==> src/rtl/bram_sync_sp_pipe.sv <==
// Single-port synchronous RAM with byte-enable writes and a post-reset / clr clear sweep.
// Latency: read or write response appears RD_LATENCY cycles after acceptance; fully pipelined.
// Backpressure: ready is low during the clear sweep; en while not ready is ignored.
module bram_sync_sp_pipe #(
  parameter int                    DATA_WIDTH     = 32,
  parameter int                    ADDR_WIDTH     = 4,
  parameter int                    RD_LATENCY     = 1,
  parameter int                    WRITE_MODE     = 0,
  parameter bit                    CLEAR_ON_RESET = 1'b1,
  parameter logic [DATA_WIDTH-1:0] INIT_VALUE     = '0
) (
  input  logic                    clk,
  input  logic                    rst_n,
  input  logic                    en,
  input  logic                    wr,
  input  logic [DATA_WIDTH/8-1:0] be,
  input  logic [ADDR_WIDTH-1:0]   addr,
  input  logic [DATA_WIDTH-1:0]   data_in,
  input  logic                    clr,
  output logic [DATA_WIDTH-1:0]   data_out,
  output logic                    valid,
  output logic                    ready
);

  localparam int DEPTH = 2 ** ADDR_WIDTH;
  localparam int NB    = DATA_WIDTH / 8;

  typedef enum logic {CLEAR, RUN} state_t;

  state_t                  state, state_nxt;
  logic [ADDR_WIDTH-1:0]   cnt;
  logic [DATA_WIDTH-1:0]   mem [DEPTH];
  logic [DATA_WIDTH-1:0]   rd_word, merged, resp_dat;
  logic                    acc, resp_vld;
  logic [RD_LATENCY-1:0]   vld_pipe;
  logic [DATA_WIDTH-1:0]   dat_pipe [RD_LATENCY];

  // FSM: state register
  always_ff @(posedge clk or negedge rst_n) begin
    if (!rst_n) state <= CLEAR_ON_RESET ? CLEAR : RUN;
    else        state <= state_nxt;
  end

  // FSM: next state
  always_comb begin
    state_nxt = state;
    case (state)
      CLEAR:   state_nxt = clr ? CLEAR : ((&cnt) ? RUN : CLEAR);
      RUN:     state_nxt = clr ? CLEAR : RUN;
      default: state_nxt = CLEAR;
    endcase
  end

  // FSM: outputs
  always_comb begin
    ready = (state == RUN);
  end

  // Sweep counter wraps back to 0 as the last address is written
  always_ff @(posedge clk or negedge rst_n) begin
    if (!rst_n)              cnt <= '0;
    else if (clr)            cnt <= '0;
    else if (state == CLEAR) cnt <= cnt + 1'b1;
  end

  assign acc     = en & ready;
  assign rd_word = mem[addr];

  always_comb begin
    merged = rd_word;
    for (int i = 0; i < NB; i++)
      if (be[i]) merged[8*i +: 8] = data_in[8*i +: 8];
  end

  assign resp_vld = acc & (~wr | (WRITE_MODE != 2));
  assign resp_dat = (wr && WRITE_MODE == 1) ? merged : rd_word;

  // Memory array is deliberately not reset
  always_ff @(posedge clk) begin
    if (state == CLEAR)  mem[cnt]  <= INIT_VALUE;
    else if (acc && wr)  mem[addr] <= merged;
  end

  // Data stages only move with a valid, so data_out holds between responses
  always_ff @(posedge clk or negedge rst_n) begin
    if (!rst_n) begin
      vld_pipe <= '0;
      for (int i = 0; i < RD_LATENCY; i++) dat_pipe[i] <= '0;
    end else if (clr) begin
      vld_pipe <= '0;
    end else begin
      vld_pipe[0] <= resp_vld;
      if (resp_vld) dat_pipe[0] <= resp_dat;
      for (int i = 1; i < RD_LATENCY; i++) begin
        vld_pipe[i] <= vld_pipe[i-1];
        if (vld_pipe[i-1]) dat_pipe[i] <= dat_pipe[i-1];
      end
    end
  end

  assign valid    = vld_pipe[RD_LATENCY-1];
  assign data_out = dat_pipe[RD_LATENCY-1];

endmodule

==> config.mk <==
export PLATFORM = sky130hd
export DESIGN_NAME = bram_sync_sp_pipe
export DESIGN_NICKNAME = d
export VERILOG_FILES = /design/src/rtl/bram_sync_sp_pipe.sv
export SDC_FILE = /design/constraint.sdc
export NUM_CORES = 1
export LEC_CHECK = 0
export ABC_AREA = 1
export BUFFER_PORTS_ARGS = -buffer_cell sky130_fd_sc_hd__buf_2
export CAP_MARGIN = 5
export CORE_MARGIN = 8
export CORE_UTILIZATION = 63
export CTS_CLUSTER_DIAMETER = 120
export DETAILED_ROUTE_END_ITERATION = 10
export PLACE_DENSITY_LB_ADDON = 0.08
export SYNTH_ARGS = -nofsm -noshare
export SYNTH_HDL_FRONTEND = slang
export SYNTH_SLANG_ARGS = --single-unit
==> constraint.sdc <==
create_clock -name clk -period 6.6 [get_ports clk]
set_input_delay 0.66 -clock clk [delete_from_list [all_inputs] [get_ports clk]]
set_output_delay 0.66 -clock clk [all_outputs]
set_load 0.005 [all_outputs]
# == Word-level counts from Yosys, hierarchy flattened ==
# Memory sizes are Yosys's and may differ from the RTL's.
# Index checks and enable logic that the tools add are counted.
# totals
register_bits,38
output_inout_bits,34
memories,1
ramBits,512
word_cells,32
# memory_table
memory,words,word_bits,rd,rd_clocked_by_memory_dff,wr,line,source
mem,16,32,1,0,1,32,logic [DATA_WIDTH-1:0] mem [DEPTH];
# classes
n_reduce_logical,4
n_eq_ne,1
addsub,1
bitwise,3
muxes,18
# op_table
cell,n
32-bit two-way mux,1
8-bit two-way mux,4
32-bit OR reduction,1
4-bit two-way mux,3
1-bit two-way mux,9
4-bit by 1-bit adder with 4-bit output (second input constant),1
4-bit AND reduction,1
2-bit != test (second input constant),1
1-bit inverter,2
1-bit one-hot mux with 2 select lines,1
2-bit AND reduction,1
1-bit bitwise AND,1
1-bit logical AND,1

# == Depth between registers and ports, before layout ==
# depth
word_depth,7
depth_mapped,12
ltp_nobuf,9

# == Worst setup path after synthesis ==
# No wires, ideal clock.
# synth_timing
kind,input -> register
startpoint,in addr[0]
endpoint,"mem mem[7][0], enable pin"
cell_stages,7
arrival_time_ns,2.761
slack_ns,3.418
setup_time_ns,0.421
required_ns,6.179
path_buffers,3
cell_sequence,buf_6 inv_4 buf_6 buf_6 o21ai_1 nand2_1 nor2_1
# synth_between
elab_chain_cells,1
# synth_rtl
item,line,source
start: declaration,17,"input logic [ADDR_WIDTH-1:0] addr,"
4-bit two-way mux (no line),n/a,
end: declaration,32,
# Every way passes these cells.

# == Worst setup path after layout ==
# layout_timing
startpoint,"reg state, in the netlist ready"
endpoint,"mem mem[5][26], enable pin"
# layout_between
elab_chain_cells,7
# layout_rtl
item,line,source
start: declaration,30,"state_t state, state_nxt;"
start signal: assignment,40,if (!rst_n) state <= CLEAR_ON_RESET ? CLEAR : RUN;
start signal: assignment,41,else state <= state_nxt;
1-bit bitwise AND,66,assign acc = en & ready;
1-bit logical AND,81,else if (acc && wr) mem[addr] <= merged;
1-bit two-way mux,81,
1-bit two-way mux,80,if (state == CLEAR) mem[cnt] <= INIT_VALUE;
1-bit two-way mux (implied by the code),81,
32-bit OR reduction (no line),n/a,
4-bit two-way mux (no line) / 1-bit two-way mux (equally long branches),n/a,
# Parallel ways exist; a longest one is shown, timed or not.

==> impl_metrics.py <==
metrics = {
    "outcome": {
        "status": "finished clean",
    },
    "setup_path": {
        "path_buf_inv": 0,
        "cpMaxStageDelayCell": "nor2_4",
        "path_max_fanout": 32,
        "cp-end-kind": "register",
        "path_delay_family": "simple AND/OR/NAND/NOR gates",
        "cp_data_arrival_time_ns": 4.17,
        "cp-start-kind": "register",
        "cp_data_required_time_ns": 6.80,
        "slowest_delay_ns": 1.13,
        "path_class": "register to register",
        "crit_chain": "nand3_2 > o21ai_0 > nand3_1 > nor2_4",
    },
    "layout": {
        "final_cell_mix": "nand2_1 (939), edfxtp_1 (512), nand3_1 (357), inv_1 (303), buf_2 (76)",
        "syn2layout_area_growth_pct": 9.85,
        "fin_nets": 2453,
        "drive_above_1_share_pct": 8.20,
        "layout.cells.non_filler": 2961,
        "insertedDiodeCount": 0,
        "mostFrequentLayoutCell": "nand2_1",
    },
    "detailed_routing": {
        "routed-via-count": 16700,
        "firstDrtPassIters": 5,
        "wl_um": 62400,
        "dr.first_iter.drc_count": 1886,
        "drtAntennaViolNets": 0,
        "vias_per_cell": 5.63,
        "drcViolationCount": 0,
        "wl_per_cell_um": 21.1,
    },
    "power_and_ir_drop": {
        "peakVddDrop_uv": 260,
        "p_leak_nw": 11.7,
        "p_comb_share_pct": 6.8,
        "p_per_area_nw_per_um2": 287,
        "swShare_pct": 22.5,
        "clockPowerShare_pct": 41.5,
        "p_sw_mw": 1.70,
        "pwr-share-seq_pct": 51.6,
        "p_int_mw": 5.84,
        "total_power_mw": 7.54,
    },
    "timing": {
        "rsz0062_at_grt": "no",
        "hold_viol_final": 0,
        "setup_viol": 0,
        "fin_crit_ns": 3.97,
        "fin_skew_ns": 0.0139,
        "fmax_mhz": 252,
        "slew_headroom_pct": 9.82,
        "holdWs_ns": 0.172,
        "slew_viol_final": 0,
        "setup_tns_ns": 0,
        "tightest_slew_ns": 1.35,
        "fin_crit_sh_pct": 60.2,
    },
    "clocking": {
        "cts_tree": "done",
        "clockBufferDepth": 3,
        "cts.sinks": 550,
        "clkTransAtPathRegs_ns": 0.06,
        "cts_resized": 0,
        "worstSkewPairLatency_ns": 0.60,
        "ctsHoldBuffers": 0,
        "cts-root-buf": "clkbuf_16",
        "cts_made_buffers": 55,
        "postCtsSetupBuffers": 0,
        "htree_levels": 2,
    },
    "logic_synthesis": {
        "syn_area_per_cell_um2": 10.1,
        "synth-xor-area-share_pct": 0,
        "yosysUniqueCellTypes": 22,
        "synth_compound_area_share_pct": 0.204,
        "syn_area_um2": 24000,
        "synthMuxAreaShare_pct": 0,
        "yosysWarnings": 0,
        "synth-adder-area-share_pct": 0.0522,
        "syn_inst": 2372,
        "synth_top_family_by_area": "simple AND/OR/NAND/NOR gates",
        "seq_area_frac_synth_pct": 68.1,
        "ys_seq_elements": 550,
        "syn_nets": 2418,
        "synthSimpleGateAreaFrac_pct": 23.6,
    },
    "run": {
        "drv_cap": 0,
    },
    "die": {
        "start_util_pct": 63.8,
        "fp.dieH_um": 211,
        "dieArea_um2": 44500,
        "rows": 71,
        "io_pins": 79,
        "dieWidth_um": 211,
        "core_region_area_um2": 37600,
    },
    "global_routing": {
        "grt-ovfl-total": 0,
        "grt_max_degree": 120,
        "grt_pass1_vias": 16000,
        "grt_first_pass_wirelength_um": 94400,
        "grt_usage_pct": 28.0,
        "antenna_found_initial": 1,
    },
    "placement": {
        "place_congestion": 0.835,
        "io_buffers": 78,
        "place_inst": 2861,
        "hpwlAfterDp_um": 34000,
    },
    "worst_hold_path": {
        "min_path_type": "input pin to asynchronous set/reset pin",
    },
}
power groups by stage:
| stage | Combinational, mW | Clock, mW | Sequential, mW |
|---|---|---|---|
| 5_1_grt | 0.566 | 3.27 | 3.90 |
| 3_3_place_gp | 0.504 | 0 | 3.97 |
| 2_1_floorplan | 0.335 | 0 | 3.97 |
| 6_report | 0.516 | 3.13 | 3.90 |
| 3_5_place_dp | 0.509 | 0 | 3.97 |
| 4_1_cts | 0.513 | 3.14 | 3.90 |
registers in the layout, indices dropped and copies added, names as in the netlist:
signal    count
data_out     32
ready         1
cnt           4
valid         1
mem         512
per-stage QoR:
step	area (um^2)	utilization (%)	worst slack (ns)
after floorplan	24000	-	3.42
after global placement	24500	65.2	2.50
after detailed placement	24500	65.2	2.45
after CTS	26300	70.0	2.67
after global routing	26300	70.0	2.42
final	26300	70.0	2.63
final cells by class:
class / instances / area (um^2)
Fill cell: 2764 / 11300
Clock buffer: 77 / 1600
Inverter: 308 / 1160
Clock inverter: 23 / 204
Multi-Input combinational cell: 1394 / 5840
Tap cell: 511 / 639
Timing Repair Buffer: 98 / 549
Sequential cell: 550 / 16300
layer usage:
layer	global-route usage [%]	part of all wire, %	up-vias
met5	0	0.021	-
met4	10.2	3.0	2
met3	5.13	9.8	127
met2	43.3	46	855
met1	39.7	41	7957
li1	-	-	7732
final timing paths:
kind                              from           end  slack, ns  cells past startpoint
max reg2reg                      ready    mem[5][26]       2.63                      4
min in group clk                   clr        cnt[2]       0.28                      2
max in group asynchronous        rst_n  data_out[16]       5.97                      2
min reg2reg                data_out[2]   data_out[2]       0.47                      2
min                              rst_n   data_out[2]       0.17                      2
max                              ready    mem[5][26]       2.63                      4
cells in the mapped netlist, drive strengths merged:
cell type / instances / area (um^2)
nand2: 940 / 3530
buf: 93 / 659
nand3: 358 / 1800
inv: 308 / 1160
nor2: 83 / 312
ha: 1 / 12.5
dfrtp: 38 / 951
nor3: 3 / 15.0
edfxtp: 512 / 15400
clkbuf: 27 / 101
a21oi: 2 / 10.0
o41ai: 1 / 8.76
o21ai: 6 / 30.0
cell families (layout without fill, tap and decap cells):
| group | count (synthesis) | after routing |
|---|---|---|
| buf+inv | 428 | 506 |
| compound gates | 9 | 9 |
| fa+ha+maj | 1 | 1 |
| flops | 550 | 550 |
| simple gates | 1384 | 1384 |
(Power assumes the default switching activity.)
